File: config.mk
export PLATFORM = sky130hd
export DESIGN_NAME = mux_sel_arbiter
export DESIGN_NICKNAME = d
export VERILOG_FILES = /design/src/rtl/mux_sel_arb_pkg.sv /design/src/rtl/mux_sel_beat_cnt.sv /design/src/rtl/mux_sel_arbiter.sv
export SDC_FILE = /design/constraint.sdc
export NUM_CORES = 1
export LEC_CHECK = 0
export ABC_AREA = 1
export CORE_UTILIZATION = 49
export CTS_CLUSTER_DIAMETER = 50
export DETAILED_ROUTE_END_ITERATION = 10
export PLACE_DENSITY_LB_ADDON = 0.2
export SLEW_MARGIN = 15
export SYNTH_ARGS = -nofsm -noshare
export SYNTH_HDL_FRONTEND = slang
export SYNTH_SLANG_ARGS = --single-unit
File: constraint.sdc
create_clock -name clk -period 3.2 [get_ports clk]
set_clock_uncertainty 0.1 [all_clocks]
set_input_delay 0.32 -clock clk [delete_from_list [all_inputs] [get_ports clk]]
set_output_delay 0.32 -clock clk [all_outputs]
set_load 0.01 [all_outputs]
File: src/rtl/mux_sel_arb_pkg.sv
`default_nettype none
// ============================================================================
// Module   : mux_sel_arb_pkg
// Brief    : Shared types and constants for the mux select arbiter.
// Revision : 1.0 - initial release
// ============================================================================
package mux_sel_arb_pkg;

  localparam int DEFAULT_LEN_W = 4;

  typedef enum logic [1:0] {
    IDLE  = 2'd0,
    OWN_A = 2'd1,
    OWN_B = 2'd2
  } arb_state_t;

  localparam logic SEL_A = 1'b0;
  localparam logic SEL_B = 1'b1;

endpackage
`default_nettype wire

File: src/rtl/mux_sel_beat_cnt.sv
`default_nettype none
// ============================================================================
// Module   : mux_sel_beat_cnt
// Brief    : Loadable down-counter tracking remaining beats of a grant.
// Revision : 1.0 - initial release
// ============================================================================
module mux_sel_beat_cnt
  import mux_sel_arb_pkg::*;
#(
  parameter int LEN_W = DEFAULT_LEN_W
) (
  input  logic             clk,
  input  logic             rst,
  input  logic             i_load,
  input  logic [LEN_W-1:0] i_load_val,
  input  logic             i_dec,
  output logic             o_zero,
  output logic [LEN_W-1:0] o_beats_left
);

  logic [LEN_W-1:0] r_count;

  // Load wins over decrement so a handover ack reloads instead of counting.
  always_ff @(posedge clk or posedge rst) begin
    if (rst) begin
      r_count <= '0;
    end else if (i_load) begin
      r_count <= i_load_val;
    end else if (i_dec && (r_count != '0)) begin
      r_count <= r_count - 1'b1;
    end
  end

  assign o_zero       = (r_count == '0);
  assign o_beats_left = r_count;

endmodule
`default_nettype wire

File: src/rtl/mux_sel_arbiter.sv
`default_nettype none
// ============================================================================
// Module   : mux_sel_arbiter
// Brief    : Two-requester round-robin burst arbiter driving a registered
//            2:1 mux select. Optional watchdog: MUX_SEL_ARBITER_TIMEOUT_EN.
// Revision : 1.0 - initial release
// ============================================================================
module mux_sel_arbiter
  import mux_sel_arb_pkg::*;
#(
  parameter int LEN_W = DEFAULT_LEN_W,
  parameter int TO_W  = 6
) (
  input  logic             clk,
  input  logic             rst,
  input  logic             req_a,
  input  logic             req_b,
  input  logic [LEN_W-1:0] len_a,
  input  logic [LEN_W-1:0] len_b,
  input  logic             ack,
  output logic             sel,
  output logic             gnt_a,
  output logic             gnt_b,
  output logic             busy,
  output logic [LEN_W-1:0] beats_left,
  output logic             timeout
);

  arb_state_t       r_state;
  arb_state_t       w_state_nxt;
  logic             r_sel;
  logic             r_last;
  logic             w_own;
  logic             w_release;
  logic             w_arbitrate;
  logic             w_grant;
  logic             w_pick_b;
  logic             w_load;
  logic [LEN_W-1:0] w_load_val;
  logic             w_dec;
  logic             w_cnt_zero;
  logic             w_wd_fire;

  function automatic logic [LEN_W-1:0] len_to_left(input logic [LEN_W-1:0] len);
    return (len == '0) ? '0 : len - 1'b1;
  endfunction

  assign w_own       = (r_state != IDLE);
  assign w_release   = w_own && ((ack && w_cnt_zero) || w_wd_fire);
  assign w_arbitrate = !w_own || w_release;
  assign w_grant     = w_arbitrate && (req_a || req_b);
  // While owning x, last == x, so "prefer not-last" also yields the
  // end-of-burst rule: other first, then re-grant own, else idle.
  assign w_pick_b    = (req_a && req_b) ? (r_last == SEL_A) : req_b;
  assign w_dec       = w_own && ack && !w_cnt_zero;

  always_comb begin
    w_state_nxt = r_state;
    w_load      = 1'b0;
    w_load_val  = '0;
    if (w_arbitrate) begin
      if (w_grant) begin
        w_state_nxt = w_pick_b ? OWN_B : OWN_A;
        w_load      = 1'b1;
        w_load_val  = w_pick_b ? len_to_left(len_b) : len_to_left(len_a);
      end else begin
        w_state_nxt = IDLE;
        w_load      = w_own;
      end
    end
  end

  always_ff @(posedge clk or posedge rst) begin
    if (rst) begin
      r_state <= IDLE;
      r_sel   <= SEL_A;
      r_last  <= SEL_B;
    end else begin
      r_state <= w_state_nxt;
      if (w_grant) begin
        r_sel  <= w_pick_b ? SEL_B : SEL_A;
        r_last <= w_pick_b ? SEL_B : SEL_A;
      end
    end
  end

  mux_sel_beat_cnt #(
    .LEN_W (LEN_W)
  ) u_beat_cnt (
    .clk          (clk),
    .rst          (rst),
    .i_load       (w_load),
    .i_load_val   (w_load_val),
    .i_dec        (w_dec),
    .o_zero       (w_cnt_zero),
    .o_beats_left (beats_left)
  );

`ifdef MUX_SEL_ARBITER_TIMEOUT_EN
  localparam logic [TO_W-1:0] c_wd_pre_max = {{(TO_W-1){1'b1}}, 1'b0};

  logic [TO_W-1:0] r_wd;
  logic            r_timeout;

  // Fires on the edge where the stall count would reach all-ones.
  assign w_wd_fire = w_own && !ack && (r_wd == c_wd_pre_max);

  always_ff @(posedge clk or posedge rst) begin
    if (rst) begin
      r_wd      <= '0;
      r_timeout <= 1'b0;
    end else begin
      r_timeout <= w_wd_fire;
      if (w_grant || ack) begin
        r_wd <= '0;
      end else if (w_own) begin
        r_wd <= r_wd + 1'b1;
      end
    end
  end

  assign timeout = r_timeout;
`else
  assign w_wd_fire = 1'b0;
  assign timeout   = 1'b0;
`endif

  assign sel   = r_sel;
  assign gnt_a = (r_state == OWN_A);
  assign gnt_b = (r_state == OWN_B);
  assign busy  = gnt_a | gnt_b;

endmodule
`default_nettype wire

==> out/qor.yml, run 1 <==
outcome:
  status: "finished clean"
floorplanning:
  die_w_um: 41.11
  chipHeight_um: 41.11
  dieArea_mm2: 0.001690
  initial_core_util_pct: 54.85
  rows: 13
  io_pins: 22
  core-area_mm2: 0.001366
placed_design:
  dp_cells: 144
  dp_hpwl_um: 1287
  port_buffers: 20
  routabilityCongestion: 0.8113
global_route:
  overflow: 0
  grt_max_degree: 11
  grt_first_pass_wirelength_um: 2477
  grt_use_total_pct: 23.58
  grt_pass1_vias: 639
  grt_antenna_before_repair: 0
worst_setup_path:
  worstSetupStartpointType: "register"
  setup.worst_path.end_class: "output port"
  crit_type: "reg -> out"
  critPathMaxFanout: 3
  required_ns: 2.78
  critPathArrivalTime_ns: 1.50
cts:
  postCtsSetupRepairBufs: 0
  path_clk_slew_ns: 0.06
  h-tree-depth: 1
  cts_tree: "done"
  clk_latency_ns: 0.27
  cts_root_buf: "clkbuf_4"
  hold_buffers: 0
  clk_path_buf_depth: 2
  numCtsBuffers: 3
  cts_num_sinks: 8
  cts_resized: 0
detailed_routing:
  via_per_inst: 4.899
  firstDrtPassIters: 4
  drc: 0
  ant_nets: 0
  wl_met2_um: 784
  wl_met1_um: 704
  drt_iter0_drc: 33
  drt_wl_total_um: 1605
  post_drt_wl_per_cell_um: 10.84
  dr.max_layer_used: "met4"
  met3_length_um: 92
  vias: 725
power_and_ir_drop:
  internal_power_mw: 0.4499
  p_sw_share_pct: 45.26
  clockPowerShare_pct: 10.5
  powerDensity_mw_per_mm2: 832.4
  seqPwrFrac_pct: 24.6
  power.share.combinational_pct: 64.9
  p_switching_mw: 0.3719
  total_power_mw: 0.8218
  ir_drop_uv: 560.8
  p_leak_nw: 0.5183
yosys:
  synth_top_area_share_pct: 23.37
  yosys-top-cells-area: "dfrtp_1, ha_1, nand2_1"
  syn_nets: 132
  syn_inst: 110
  syn_area_per_cell_um2: 6.813
  yosysTopAreaCell: "dfrtp_1"
  ys_seq_area_share_pct: 26.88
  ys_ff_latch: 8
  ys_types: 22
  synth_area_um2: 749.5
  synth_warnings: 0
timing:
  period_minus_slack_ns: 1.918
  clock.fmax_mhz: 521.4
  finalSetupTns_ns: 0
  hold_violations: 0
  rsz0062_at_grt: "no"
  fin_crit_sh_pct: 59.93
  finalSetupViolCount: 0
  maxSlewViolCount: 0
layout:
  diodes: 0
  nets: 156
  finalNonFillerCells: 148
  syn2layout_area_growth_pct: 31.72
  fill_cells: 118
  final_util_pct: 72.25
  drive_above_1_share_pct: 7.519
run:
  cap_viol_max_count: 0
hold_path:
  hold_class: "in -> async"
stage by stage:
step           cell area [um^2]  setup WS, ns  hold slack (ns)
4_1_cts                   987.2         1.269           0.2080
5_1_grt                   987.2         1.232           0.2265
2_1_floorplan             749.5         1.671          0.03494
6_report                  987.2         1.282           0.1989
3_5_place_dp              960.9         1.383           0.3638
3_3_place_gp              960.9         1.418           0.3595
metal layers:
| metal | vias up | track usage [%] |
|---|---|---|
| met5 | - | 0 |
| met4 | 0 | 9.677 |
| met3 | 4 | 9.783 |
| met2 | 22 | 40.23 |
| met1 | 316 | 25.41 |
| li1 | 383 | - |
registers in the layout, indices dropped and copies added, names as in the netlist:
signal / cells
r_state: 2
u_beat_cnt.o_beats_left: 4
r_last: 1
sel: 1
Yosys cell counts:
cell     count
dfrtp_1      7
inv_2        2
o21ai_1      1
buf_4        1
nor3_1       1
ha_1         9
xnor2_1      3
o21ai_0      5
a21oi_1      3
or2_1        1
a21oi_2      1
inv_1       17
dfstp_2      1
nand2_4      2
xor2_1       1
nand4_1      1
nand2_1     28
conb_1       1
nand3_1      8
nor2_1      15
o21ai_4      1
o22ai_1      1
logic make-up after synthesis:
logic type	count (synthesis)	synth area share, %
simple gates	56	32.22
buf+inv	20	10.52
compound gates	12	10.18
fa+ha+maj	9	15.03
flops	8	26.88
xor+xnor	4	4.675
other cells	1	0.5004
power groups by stage:
stage | clock network, mW | registers (mW) | logic (mW)
global route | 0.0970 | 0.209 | 0.599
floorplan | 0 | 0.208 | 0.342
finish | 0.0862 | 0.202 | 0.533
detailed placement | 0 | 0.203 | 0.534
CTS | 0.0892 | 0.203 | 0.538
global placement | 0 | 0.201 | 0.522
path summary, 6_finish.rpt:
check / from / endpoint / slack [ns] / depth (start not counted)
worst max-delay path: r_state[0] / busy / 1.28 / 3
worst min-delay path: rst / u_beat_cnt.o_beats_left[2] / 0.20 / 2
worst max register to register: u_beat_cnt.o_beats_left[0] / u_beat_cnt.o_beats_left[3] / 1.53 / 12
worst min register to register: sel / sel / 0.37 / 2
max in group asynchronous: rst / r_last / 2.51 / 2
min in group clk: sel / sel / 0.37 / 2
worst max-delay path, cell delays in order (launching register included):
cell and delay, ns:
dfrtp_1 0.35, inv_1 0.08, ha_1 0.28, clkdlybuf4s50_1 0.52
cells in the final DEF (no fill, tap or decap):
cell             count
a21oi_2              1
clkbuf_1             1
o22ai_1              1
nand3_1              8
clkdlybuf4s50_1     20
o21ai_4              1
inv_1               17
nand2_4              2
nor2_1              15
nand2_1             28
xnor2_1              3
o21ai_1              1
or2_1                1
dfrtp_1              7
inv_2                2
xor2_1               1
nor3_1               1
conb_1               1
nand4_1              1
clkbuf_4             3
dfstp_2              1
ha_1                 9
a21oi_1              3
o21ai_0              5
layout make-up:
class | instances | area, um^2 | share of cell area [%]
clock buffer | 4 | 26.28 | 2.662
inverter | 19 | 71.32 | 7.224
multi-input combinational | 82 | 469.2 | 47.53
sequential | 8 | 201.4 | 20.41
tap | 15 | 18.77 | 1.901
timing repair buffer | 20 | 200.2 | 20.28
Power figures use the tool's default switching activity.
==> run 2: changes to the inputs <==
Settings changed: CORE_UTILIZATION 49 to 46.
Clock period 3.2 ns to 1.78 ns, I/O delays scaled along.
==> out/qor.yml, run 2 (same netlist as run 1, synthesis figures left out) <==
floorplanning:
  dieArea_mm2: 0.001795  # +6.2%
  rows: 14  # +1
  io_pins: 22  # unchanged
  initial_core_util_pct: 49.75  # -5.1 points
  chipHeight_um: 42.37  # +3.1%
  core-area_mm2: 0.001506  # +10%
  die_w_um: 42.37  # +3.1%
cts:
  cts_tree: "done"
  cts_root_buf: "clkbuf_4"
  cts_num_sinks: 8  # unchanged
  h-tree-depth: 1  # unchanged
  clk_path_buf_depth: 2  # unchanged
  path_clk_slew_ns: 0.06  # about the same
  hold_buffers: 0  # unchanged
  clk_latency_ns: 0.26  # about the same
  numCtsBuffers: 3  # unchanged
global_route:
  grt_antenna_before_repair: 0  # unchanged
  grt_use_total_pct: 20.09  # -3.5 points
  grt_max_degree: 11  # unchanged
  grt_first_pass_wirelength_um: 2766  # +12%
  grt_pass1_vias: 689  # +7.8%
  overflow: 0  # unchanged
detailed_routing:
  firstDrtPassIters: 4  # unchanged
  vias: 730  # +0.69%
  drc: 0  # unchanged
  ant_nets: 0  # unchanged
  via_per_inst: 4.899  # about the same
  drt_wl_total_um: 1544  # -3.8%
  post_drt_wl_per_cell_um: 10.36  # -4.4%
  drt_iter0_drc: 11  # -67%
layout:
  drive_above_1_share_pct: 9.023  # +1.5 points
  syn2layout_area_growth_pct: 33.72
  largest_reg_flops: 4  # unchanged
  fill_cells: 138  # +17%
  diodes: 0  # unchanged
  nets: 156  # unchanged
  design_area_mm2: 0.001002  # +1.5%
  finalNonFillerCells: 149  # +0.68%
  final_cell_mix: "nand2_1, clkdlybuf4s50_1, inv_1, nor2_1, ha_1"
  final_common_cell: "nand2_1"
power_and_ir_drop:
  p_leak_nw: 0.5269  # +1.7%
  ir_drop_uv: 1133  # +100%
  powerDensity_mw_per_mm2: 1488  # +79%
worst_setup_path:
  path_buf_inv: 2  # unchanged
  crit_type: "reg -> out"
  path_cells: "inv_1 -> ha_1 -> clkdlybuf4s50_1"
  required_ns: 1.50  # -1.28 ns
  critPathArrivalTime_ns: 1.43  # -0.07 ns
  critPathMaxFanout: 3  # unchanged
  cp_top_family: "buffers and inverters"
  crit_slowest_cell: "clkdlybuf4s50_1"
  worstSetupStartpointType: "register"
  setup.worst_path.end_class: "output port"
  slowest_delay_ns: 0.53  # about the same
placed_design:
  place_area_um2: 962.2  # +0.13%
  dp_cells: 145  # +0.69%
  routabilityCongestion: 0.7581  # -6.6%
  port_buffers: 20  # unchanged
  dp_hpwl_um: 1172  # -8.9%
timing:
  finalSetupViolCount: 0  # unchanged
  clock.fmax_mhz: 584.9
  finalSetupTns_ns: 0  # unchanged
  maxSlewViolCount: 0  # unchanged
  hold_violations: 0  # unchanged
  period_minus_slack_ns: 1.710
  whs_ns: 0.06099  # -0.1379 ns
  rsz0062_at_grt: "no"
  fin_crit_sh_pct: 96.04
outcome:
  status: "finished clean"
hold_path:
  hold_class: "in -> async"
run:
  cap_viol_max_count: 0  # unchanged
-- run 2: cell count changes in the layout (fill, tap and decap cells not counted), sizes merged --
cell	change
dlymetal6s2s	+1
clkdlybuf4s50	-1
-- run 2: through the flow --
| stage | total power [mW] | setup slack (ns) | utilization, % |
|---|---|---|---|
| global placement | 1.303 | 0.1308 | 63.87 |
| CTS | 1.481 | 0.01600 | 65.61 |
| detailed placement | 1.313 | 0.1022 | 63.87 |
| global route | 1.642 | 0.01572 | 66.53 |
| floorplan | 0.9889 | 0.2509 | - |
| finish | 1.491 | 0.07045 | 66.53 |
-- run 2: power by group --
group | internal, mW | total [mW] | leakage (nW) | switching (mW)
Clock | 0.0859 | 0.152 | 0.0150 | 0.0663
Sequential | 0.284 | 0.360 | 0.0967 | 0.0752
Combinational | 0.443 | 0.979 | 0.415 | 0.536
Total | 0.813 | 1.49 | 0.527 | 0.678
-- run 2: per-layer routing --
metal  vias up  wire [um]  global-route usage, %
met3         0        103                  7.759
met4         0          0                  1.875
met1       323        699                  24.73
met5         -          0                      0
met2        20        742                  34.46
li1        387          -                      -
-- run 2: timing repair --
action | in CTS | in global routing
setup endpoints to repair | 0 | 3
gates resized for setup | 0 | 4
setup buffers | 0 | 0
-- run 2: worst paths after layout --
| check | start | to | slack, ns | cells past startpoint |
|---|---|---|---|---|
| setup / recovery | r_state[1] | gnt_a | 0.07 | 3 |
| hold / removal | rst | u_beat_cnt.o_beats_left[0] | 0.06 | 2 |
| setup reg to reg | u_beat_cnt.o_beats_left[0] | u_beat_cnt.o_beats_left[3] | 0.16 | 12 |
| hold reg to reg | sel | sel | 0.37 | 2 |
| max in group asynchronous | rst | r_last | 1.21 | 2 |
| min in group clk | sel | sel | 0.37 | 2 |
-- run 2: area by class of cell --
cell class,instances,area [um^2],area share (%)
timing repair buffer,20,202.7,20.22
clock buffer,4,26.28,2.622
multi-input combinational,82,480.5,47.94
tap,16,20.02,1.998
inverter,19,71.32,7.116
sequential,8,201.4,20.10
-- run 2: worst register-to-register path: cells and delay by family, from the launching register on --
| family | cells | cell delay (ns) |
|---|---|---|
| fa+ha+maj | 1 | 0.15 |
| flops | 1 | 0.41 |
| simple gates | 7 | 0.59 |
| buf+inv | 3 | 0.21 |
| compound gates | 1 | 0.10 |
==> run 3: changes to the inputs <==
--- a/config.mk
+++ b/config.mk
@@ -11,4 +11,5 @@
 export DETAILED_ROUTE_END_ITERATION = 10
 export PLACE_DENSITY_LB_ADDON = 0.2
+export SKIP_CTS_REPAIR_TIMING = 1
 export SLEW_MARGIN = 15
 export SYNTH_ARGS = -nofsm -noshare
==> constraint.sdc (replaced) <==
create_clock -name clk -period 1.78 [get_ports clk]
set_clock_uncertainty 0.1 [all_clocks]
set_input_delay 0.534 -clock clk [delete_from_list [all_inputs] [get_ports clk]]
set_output_delay 0.534 -clock clk [all_outputs]
set_load 0.01 [all_outputs]
==> out/qor.yml, run 3 (same netlist as run 1, synthesis figures left out) <==
floorplanning:
  die_w_um: 42.37  # unchanged
  rows: 14  # unchanged
  dieArea_mm2: 0.001795  # unchanged
  chipHeight_um: 42.37  # unchanged
  io_pins: 22  # unchanged
  initial_core_util_pct: 49.75  # unchanged
  core-area_mm2: 0.001506  # unchanged
detailed_routing:
  drt_wl_total_um: 1895  # +23%
  vias: 792  # +8.5%
  ant_nets: 0  # unchanged
  drt_iter0_drc: 19  # +8
  via_per_inst: 4.889  # -0.21%
  drc: 0  # unchanged
  post_drt_wl_per_cell_um: 11.70  # +13%
  firstDrtPassIters: 4  # unchanged
timing:
  period_minus_slack_ns: 1.754  # +0.04432 ns
  layout_setup_ws_ns: 0.02613  # -0.04432 ns
  fin_crit_sh_pct: 98.53  # +2.5 points
  maxSlewViolCount: 0  # unchanged
  finalSetupViolCount: 0  # unchanged
  clock.fmax_mhz: 570.2  # -2.5%
  finalSetupTns_ns: 0  # unchanged
  hold_violations: 0  # unchanged
worst_setup_path:
  path_cells: "clkdlybuf4s50_1 -> inv_2 -> nor2_2 -> nand2_1 -> nand2_4 -> nand2_8 -> o21ai_4 -> inv_2 -> nor2_2 -> nand2_1 -> nand2_1"
  worstSetupStartpointType: "input port"
  setup.worst_path.end_class: "register"
  slowest_delay_ns: 0.47  # -0.06 ns
  crit_type: "in -> reg"
  critPathArrivalTime_ns: 1.86  # +0.43 ns
  path_common_cell: "nand2_1"
  crit_slowest_cell: "clkdlybuf4s50_1"
  required_ns: 1.88  # +0.38 ns
  critPathMaxFanout: 8  # +5
layout:
  design_area_mm2: 0.001125  # +12%
  syn2layout_area_growth_pct: 50.08
  fill_cells: 130  # -5.8%
  largest_reg_flops: 4  # unchanged
  final_common_cell: "nand2_1"
  diodes: 0  # unchanged
  final_cell_mix: "nand2_1, buf_4, inv_1, nor2_1, clkdlybuf4s50_1"
  nets: 169  # +8.3%
  finalNonFillerCells: 162  # +8.7%
  drive_above_1_share_pct: 24.66  # +16 points
  final_util_pct: 74.67  # +8.1 points
global_route:
  grt_max_degree: 9  # -2
  grt_first_pass_wirelength_um: 2780  # +0.51%
  grt_antenna_before_repair: 0  # unchanged
  grt_use_total_pct: 20.66  # +0.57 points
  overflow: 0  # unchanged
  grt_pass1_vias: 723  # +4.9%
power_and_ir_drop:
  clockPowerShare_pct: 9.0  # -1.2 points
  p_switching_mw: 0.7547  # +11%
  powerDensity_mw_per_mm2: 1490  # +0.16%
  p_sw_share_pct: 45.03  # -0.44 points
  p_leak_nw: 0.6593  # +25%
  seqPwrFrac_pct: 20.7  # -3.4 points
  power.share.combinational_pct: 70.2  # +4.5 points
  internal_power_mw: 0.9215  # +13%
  ir_drop_uv: 915.7  # -19%
cts:
  h-tree-depth: 1  # unchanged
  clk_path_buf_depth: 2  # unchanged
  cts_root_buf: "clkbuf_4"
  path_clk_slew_ns: 0.06  # about the same
  clk_latency_ns: 0.26  # about the same
  numCtsBuffers: 3  # unchanged
  cts_num_sinks: 8  # unchanged
  cts_tree: "done"
placed_design:
  pre_cts_slack_ns: -0.2530  # -0.3552 ns
  routabilityCongestion: 0.8376  # +10%
  dp_cells: 155  # +6.9%
  place_area_mm2: 0.001037  # +7.8%
  dp_hpwl_um: 1373  # +17%
  port_buffers: 20  # unchanged
hold_path:
  hold_class: "reg -> reg"
outcome:
  status: "finished clean"
run:
  cap_viol_max_count: 0  # unchanged
[run 3: through the flow]
step	power, mW	hold WS, ns
after global routing	1.821	0.3969
final	1.676	0.3736
after global placement	1.402	0.3582
after detailed placement	1.430	0.3615
after CTS	1.599	0.3775
after floorplan	0.9889	0.2489
[run 3: final timing paths]
kind	start	to	slack [ns]	depth (start not counted)
max	ack	u_beat_cnt.o_beats_left[3]	0.03	11
min	sel	sel	0.37	2
max reg2reg	u_beat_cnt.o_beats_left[0]	u_beat_cnt.o_beats_left[3]	0.13	12
min reg2reg	sel	sel	0.37	2
max in group asynchronous	rst	r_last	0.85	2
min in group asynchronous	rst	u_beat_cnt.o_beats_left[0]	0.43	2
[run 3: power groups by stage]
stage	registers (mW)	clock network [mW]	logic, mW
after floorplan	0.374	0	0.615
after global routing	0.356	0.170	1.30
final	0.348	0.152	1.18
after CTS	0.347	0.159	1.09
after detailed placement	0.349	0	1.08
after global placement	0.349	0	1.05
[run 3: cell type report]
class / instances / area [um^2] / area share, %
Clock buffer: 4 / 26.28 / 2.336
Inverter: 19 / 71.32 / 6.340
Multi-Input combinational cell: 82 / 500.5 / 44.49
Sequential cell: 8 / 201.4 / 17.91
Tap cell: 16 / 20.02 / 1.780
Timing Repair Buffer: 33 / 305.3 / 27.14
[run 3: per-layer routing]
layer / vias up / share of wire [%] / track usage (%)
li1: 410 / - / -
met1: 361 / 44 / 21.83
met2: 19 / 51 / 37.85
met3: 2 / 4.1 / 7.759
met4: 0 / 0.74 / 5.625
met5: - / 0 / 0
[run 3: critical path: cells and delay by family]
family	cells	cell delay, ns
buffers and inverters	3	0.60
AO/OA/AOI/OAI	1	0.09
AND/OR/NAND/NOR	7	0.64
==> RTL change, RTL diff (settings of run 1) <==
Re-encode `arb_state_t` (3 states) as one-hot, 3 bits wide.
--- a/src/rtl/mux_sel_arb_pkg.sv
+++ b/src/rtl/mux_sel_arb_pkg.sv
@@ -10,6 +10,6 @@
 
-  typedef enum logic [1:0] {
-    IDLE  = 2'd0,
-    OWN_A = 2'd1,
-    OWN_B = 2'd2
+  typedef enum logic [2:0] {
+    IDLE  = 3'b001,
+    OWN_A = 3'b010,
+    OWN_B = 3'b100
   } arb_state_t;
Check against the original RTL: same outputs for any inputs over 10 cycles, from zero or initial values and one cycle with rst high; not proved beyond that.
==> RTL change against run 1 <==
- worst hold slack improved by 0.016 ns
- worst setup slack worse by 0.12 ns
- routed wire length is 5.2% lower
- sequential cell count increased by 1
- design area is 3.8% higher
- maximum frequency fell by 5.8%
- core utilization shrank 4.2 points
- non-clock buffer count unchanged
- sequential share of layout area up 1.8 points
- global-route usage is 3.6 points lower
- largest power group unchanged
- power fell by 1.8%
- synthesized cell count is the same
- synthesized area is 4.8% higher
==> RTL change: results (changes against run 1) <==
\begin{tabular}{lr}
\hline
Metric & Value \\
\hline
\multicolumn{2}{l}{\textbf{Global route}} \\
Via count of the first global-routing pass & 698 (+9.2\%) \\
Met1 Resource Use GR & 0.225 (-0.0288) \\
First-pass GRT wire length & 2.70 mm (+8.9\%) \\
Met3 layer usage reported by global route & 0.0776 (-0.0202) \\
Met2 routing resource usage after global routing & 0.369 (-0.0336) \\
Largest net degree at the start of global routing & 10 (-1) \\
Total global routing track utilization & 0.200 (-0.0359) \\
\multicolumn{2}{l}{\textbf{Run status}} \\
Outcome & complete, no violations \\
\multicolumn{2}{l}{\textbf{Setup path}} \\
WP data arrival & 1.62 ns (+0.12 ns) \\
Critical path peak fanout & 4 (+1) \\
R2r worst-path depth & 11 (-1) \\
\multicolumn{2}{l}{\textbf{Cells and area}} \\
Fraction of layout instances using a drive strength above 1 & 0.158 (+0.0827) \\
Fillcell total & 137 (+16\%) \\
\multicolumn{2}{l}{\textbf{Logic synthesis}} \\
Cell types with the highest counts after synthesis & 26 x nand2\_1, 14 x inv\_1, 9 x nor2\_1 \\
Xor-xnor portion of the synthesized cell area & 0.0446 (-0.00216) \\
Share of synthesized cell area in full adder, half adder and majority cells & 0.0955 (-0.0547) \\
Count of cell types in the netlist & 26 (+18\%) \\
Main area contributors after synthesis & dfrtp\_1 22\%, nand2\_1 12\%, ha\_1 9.6\% \\
Area fraction in compound gates after synthesis & 0.134 (+0.0319) \\
Multiplexer share of the synthesized area & 0 (unchanged) \\
Seq/Total Area, Yosys & 0.290 (+0.0210) \\
\multicolumn{2}{l}{\textbf{Power}} \\
Cell leakage power & 0.505 nW (-2.5\%) \\
Maximum vdd drop & 0.464 mV (-17\%) \\
\multicolumn{2}{l}{\textbf{Placement}} \\
Post-detailed-placement half-perimeter wirelength & 1.27 mm (-1.2\%) \\
Placer congestion estimate & 0.797 (-1.7\%) \\
\multicolumn{2}{l}{\textbf{Drt}} \\
Top layer used by detailed routing & met3 \\
Met2 wire len & 725 microns (-7.5\%) \\
Detailed router's first-iteration violation count & 16 (-52\%) \\
Routed length on met1 & 721 microns (+2.4\%) \\
Avg WL per Cell & 10.2 microns (-5.9\%) \\
Length of routed met3 wiring & 74 microns (-20\%) \\
\hline
\end{tabular}
RTL change: path summary, 6_finish.rpt:
check	from	end	slack (ns)
setup reg to reg	u_beat_cnt.o_beats_left[0]$_DFFE_PP0P_	u_beat_cnt.o_beats_left[3]$_DFFE_PP0P_	1.63
min in group clk	r_last$_DFFE_PP1N_	r_last$_DFFE_PP1N_	0.38
hold reg to reg	r_last$_DFFE_PP1N_	r_last$_DFFE_PP1N_	0.38
setup / recovery	r_state[0]$_DFFE_PP1P_	busy	1.16
max in group asynchronous	rst	r_last$_DFFE_PP1N_	2.47
hold / removal	rst	u_beat_cnt.o_beats_left[3]$_DFFE_PP0P_	0.21
RTL change: critical path, stage by stage (launching register included):
cell	delay [ns]
dfstp_2	0.58
nor3_1	0.08
or2_1	0.22
clkdlybuf4s50_1	0.47
RTL change: final cells by class:
| type | count | area (sq um) | share of cell area |
|---|---|---|---|
| Multi-Input combinational cell | 81 | 478 | 0.466 |
| Sequential cell | 9 | 228 | 0.222 |
| Timing Repair Buffer | 20 | 200 | 0.195 |
| Inverter | 19 | 72.6 | 0.0708 |
| Clock buffer | 4 | 26.3 | 0.0256 |
| Tap cell | 16 | 20.0 | 0.0195 |
RTL change: power by group:
group | internal, mW | total (mW) | switching, mW
registers | 0.179 | 0.231 | 0.0517
logic | 0.234 | 0.487 | 0.253
clock network | 0.0482 | 0.0903 | 0.0422
RTL change: per-stage QoR:
step           hold WS [ns]  utilization  cell area [sq um]  cells  setup WS, ns
3_3_place_gp          0.355        0.663                998    145          1.38
5_1_grt               0.256        0.680               1020    149          1.10
2_1_floorplan        0.0465            -                786    110          1.74
3_5_place_dp          0.373        0.663                998    145          1.35
4_1_cts               0.225        0.680               1020    149          1.16
6_report              0.215        0.680               1020    149          1.16
